===== src/rtl/conv_pkg.sv =====
// Shared geometry and state encoding for the conv result path.
package conv_pkg;
  localparam int OUT_H = 6;
  localparam int OUT_W = 6;
  localparam int OUT_C = 3;
  localparam int DW    = 8;
  localparam int N     = OUT_H * OUT_W * OUT_C;
  localparam int IDX_W = $clog2(N);

  typedef enum logic {ST_IDLE, ST_SEND} state_e;
endpackage


===== src/rtl/rise_det.sv =====
// Rising-edge detector: one history flop plus an AND. A level already high at reset
// release counts as a rise because the history flop resets low.
module rise_det (
  input  logic clk,
  input  logic rst_n,
  input  logic i_sig,
  output logic o_rise
);
  logic r_q;

  always_ff @(posedge clk or negedge rst_n) begin
    if (!rst_n) r_q <= 1'b0;
    else        r_q <= i_sig;
  end

  assign o_rise = i_sig & ~r_q;
endmodule


===== src/rtl/conv_result_streamer.sv =====
// Captures one conv_module result frame on each conv_vld rise and streams it out
// byte by byte on a valid/ready port, index 0 first.
module conv_result_streamer
  import conv_pkg::*;
(
  input  logic                 clk,
  input  logic                 rst_n,
  input  logic                 conv_vld,
  input  logic [N*DW-1:0]      conv_lin,
  output logic [DW-1:0]        m_data,
  output logic [IDX_W-1:0]     m_idx,
  output logic                 m_valid,
  input  logic                 m_ready,
  output logic                 m_last,
  output logic                 busy,
  output logic                 ovf_err
);
  state_e                  r_state;
  logic [N-1:0][DW-1:0]    r_shadow;
  logic [IDX_W-1:0]        r_idx;
  logic                    r_ovf;
  logic                    w_rise;
  logic                    w_fire;
  logic                    w_is_last;

  rise_det u_rise (
    .clk    (clk),
    .rst_n  (rst_n),
    .i_sig  (conv_vld),
    .o_rise (w_rise)
  );

  assign w_is_last = (r_idx == IDX_W'(N-1));
  assign w_fire    = m_valid & m_ready;

  always_ff @(posedge clk or negedge rst_n) begin
    if (!rst_n) begin
      r_state  <= ST_IDLE;
      r_shadow <= '0;
      r_idx    <= '0;
      r_ovf    <= 1'b0;
    end else begin
      case (r_state)
        ST_IDLE: begin
          if (w_rise) begin
            r_shadow <= conv_lin;
            r_idx    <= '0;
            r_state  <= ST_SEND;
          end
        end
        ST_SEND: begin
          if (w_fire && w_is_last) begin
            // A rise landing on the final handshake chains the next frame with no bubble.
            if (w_rise) begin
              r_shadow <= conv_lin;
              r_idx    <= '0;
            end else begin
              r_state  <= ST_IDLE;
            end
          end else begin
            if (w_fire) r_idx <= r_idx + 1'b1;
            if (w_rise) r_ovf <= 1'b1;
          end
        end
        default: r_state <= ST_IDLE;
      endcase
    end
  end

  // Outputs come straight from registered state/idx, so m_ready never reaches m_valid.
  assign m_valid = (r_state == ST_SEND);
  assign busy    = (r_state == ST_SEND);
  assign m_last  = m_valid & w_is_last;
  assign m_data  = r_shadow[r_idx];
  assign m_idx   = r_idx;
  assign ovf_err = r_ovf;
endmodule


===== config.mk =====
export PLATFORM = sky130hd
export DESIGN_NAME = conv_result_streamer
export DESIGN_NICKNAME = d
export VERILOG_FILES = /design/src/rtl/conv_pkg.sv /design/src/rtl/rise_det.sv /design/src/rtl/conv_result_streamer.sv
export SDC_FILE = /design/constraint.sdc
export NUM_CORES = 1
export LEC_CHECK = 0
export CAP_MARGIN = 20
export CORE_MARGIN = 4
export CORE_UTILIZATION = 30
export DETAILED_ROUTE_END_ITERATION = 8
export GPL_TIMING_DRIVEN = 0
export HOLD_SLACK_MARGIN = 0.1
export SETUP_SLACK_MARGIN = 0.3
export SLEW_MARGIN = 20
export SYNTH_ARGS = -nofsm -noshare
export SYNTH_HDL_FRONTEND = slang
export SYNTH_SLANG_ARGS = --single-unit

===== constraint.sdc =====
create_clock -name clk -period 3.6 [get_ports clk]
set_input_delay 0.72 -clock clk [delete_from_list [all_inputs] [get_ports clk]]
set_output_delay 0.72 -clock clk [all_outputs]
set_load 0.1 [all_outputs]

==> impl_metrics.toml <==
[die]
num_io_pins = 887
die_y_um = 372.1
coreArea_sq_mm = 0.1316
row_count = 133
die_area_sq_mm = 0.1385
die_w_um = 372.1
start_util_pct = 30.21

[synth]
avgSynthCellArea_sq_um = 9.398
yosysTopAreaCellShare_pct = 54.99
syn_nets = 5101
synth.area.top_cells = "dfrtp_1 (55%), nand2_1 (25%), mux4_2 (12%)"
yosysWarnings = 0
yosysTopAreaCell = "dfrtp_1"
netlist_instances = 4232
ys_types = 52
ys_seq_elements = 874
synth_ff_type = "dfrtp_1"
syn_area_sq_mm = 0.03977
seq_area_frac_synth_pct = 54.99
synth_edf_count = 0
synthArstFlopShare_pct = 100.0

[routing]
drtPass1Iterations = 5
totalWireLength_mm = 207.5
num_vias = 35780
vias_per_cell = 5.006
post_drt_wl_per_cell_um = 29.04
postRouteAntennaNets = 0
drcViolationCount = 0
drt_iter0_drc = 3100

[power_and_ir_drop]
p_int_mw = 23.48
powerDensity_mw_per_mm2 = 654.4
ir_drop_uv = 395.3
leakage_nw = 27.43
netSwitchingPower_mw = 13.88
pwr-share-seq_pct = 33.2
pwr-share-clk_pct = 28.9
p_total_mw = 37.36
netSwitchingFraction_pct = 37.14
pwr-share-comb_pct = 37.9

[status]
status = "complete, but fails checks"
violations = "negative setup slack"

[sta]
setup_slack_ns = -0.8561
fin_crit_ns = 4.456
slew_headroom_pct = 26.14
finalMaxSlewViolations = 0
finalClockSkew_ns = 0.01606
fin_setup_tns_ns = -6.216
max_freq_mhz = 224.4
fin_hold_ws_ns = 0.4699
min_period_over_period_pct = 123.8
rsz0062_at_grt = "true"
setup_violations = 8
worst_slew_pin_slew_ns = 1.104
final_hold_viol_count = 0

[placement]
post-dp-hpwl_mm = 158.3
portBuffers = 886
routabilityCongestion = 0.9075
dp.cells = 6886
dpl-instance-area_sq_mm = 0.05140

[run]
cap_viol_max_count = 0

[cells_and_area]
fillers = 12820
stdcell_count = 7147
mostFrequentLayoutCell = "nand2_1"
fin_area_sq_mm = 0.05709
drive_above_1_share_pct = 14.30
nets = 6153
area_delta_synth_final_pct = 43.54
final_cell_mix = "nand2_1 (2605), clkdlybuf4s50_1 (873), dfrtp_1 (868)"

[worst_setup_path]
arrival_ns = 3.74
crit_required_ns = 2.88
reg2reg_slack_ns = 0.46
cp_cell_sequence = "buf_2 -> buf_16 -> nor2_4 -> a22oi_2 -> a31oi_2 -> o21ai_4 -> a32oi_4 -> buf_8"
max_stage_delay_ns = 0.60
end_kind = "output port"
critPathMaxFanout = 7
startpoint_type = "register"
slowest_stage = "nor2_4"
setup.worst_path.class = "register to output port"

[global_route]
grt_pass1_wl_mm = 279.6
grt_overflow = 0
grt.busiest_layer = "met2"
met1_usage_pct = 37.47
grtUsageMet3_pct = 6.427
first_global_vias = 36960
grt_max_degree = 141
grt_usage_pct = 29.36
antenna_found_initial = 43
met2_usage_pct = 48.69

[clock_tree]
cts_sinks = 874
clkTransAtPathRegs_ns = 0.06
tritoncts = "yes"
clockRootBuffer = "clkbuf_16"
cts_buffers = 100
clock_path_buffers = 3
clock_latency_ns = 0.71
htreeDepth = 3

[worst_hold_path]
hold_path_class = "register to register"
[area by class of cell]
class	instances	area (sq um)	share of cell area, %
antenna	23	57.56	0.1008
multi-input combinational	3076	17340	30.37
tap	1755	2196	3.846
clock buffer	144	2972	5.205
buffer	270	2053	3.597
inverter	12	45.04	0.07890
sequential	874	21890	38.35
timing repair buffer	950	10030	17.58
clock inverter	43	501.7	0.8789
[path summary, 6_finish.rpt]
| kind | startpoint | end | cells after the start |
|---|---|---|---|
| worst max-delay path | m_idx[2] | m_data[1] | 8 |
| worst min-delay path | r_shadow[408] | r_shadow[408] | 2 |
| worst max register to register | m_idx[0] | r_shadow[6] | 11 |
| worst min register to register | r_shadow[408] | r_shadow[408] | 2 |
| max in group asynchronous | rst_n | r_shadow[704] | 6 |
| min in group asynchronous | rst_n | r_shadow[274] | 2 |
[synthesized netlist by cell type, types with 2 or more instances]
cell	count
a2111oi_0	7
a211o_1	2
a211oi_1	4
a21oi_1	20
a221oi_1	7
a22o_1	2
a22oi_1	11
a311oi_1	5
a31oi_1	2
a32o_1	2
buf_1	6
buf_2	115
buf_4	17
buf_6	11
clkbuf_1	120
dfrtp_1	874
inv_1	12
mux2_2	11
mux2i_1	65
mux4_2	215
nand2_1	2607
nand2b_1	4
nand3_1	10
nand3b_1	2
nor2_1	16
nor2b_1	3
nor3_1	9
o211ai_1	2
o21ai_0	26
o221ai_1	10
o22ai_1	11
o31ai_1	3
or3_1	2
[sequential cells by signal, indices dropped and copies added, names as in the netlist]
register and cells:
r_shadow 864, m_idx 7, busy 1, ovf_err 1, u_rise.r_q 1
[cell families (layout without fill, tap and decap cells)]
family / Yosys count / in the layout / synth area share (%)
simple gates: 2662 / 2662 / 25.34
flops: 874 / 874 / 54.99
mux: 291 / 291 / 14.12
buf+inv: 282 / 1419 / 3.394
compound gates: 122 / 122 / 2.120
fa+ha+maj: 1 / 1 / 0.03145
other cells: 0 / 23 / 0
[critical path, delay by kind of cell (launching register included)]
| kind | cells | cell delay, ns |
|---|---|---|
| flip-flops | 1 | 0.57 |
| AO/OA/AOI/OAI | 4 | 0.99 |
| buffers and inverters | 3 | 0.77 |
| AND/OR/NAND/NOR | 1 | 0.60 |
[stage by stage]
stage / setup slack, ns / utilization [%]
floorplan: 0.07828 / -
global placement: -44.38 / 38.74
detailed placement: -2.564 / 39.05
CTS: -0.9610 / 43.13
global route: -0.9098 / 43.36
finish: -0.8561 / 43.37
[power by group through the flow]
stage                     registers [mW]  clock network (mW)  logic, mW
after detailed placement            12.5                   0       12.4
after floorplan                     12.3                   0       5.81
final                               12.4                10.8       14.2
after global placement              12.5                   0       12.2
after global routing                12.5                11.3       14.7
after CTS                           12.4                10.9       14.2
[metal layers]
layer / part of all wire (%) / vias up / wire [um]
met5: 0.080 / - / 165
met4: 4.4 / 26 / 9150
met3: 7.7 / 374 / 16020
met2: 48 / 1615 / 98880
met1: 40 / 17990 / 83330
li1: - / 15780 / -
[timing repair]
item	4_1_cts	5_1_grt
buffers inserted	38	6
gates cloned	5	1
hold buffers	1	0
pin swaps	23	9
setup endpoints to repair	423	501
endpoints found under the hold margin	76	0
resized for setup	332	70
Power figures use the tool's default switching activity.
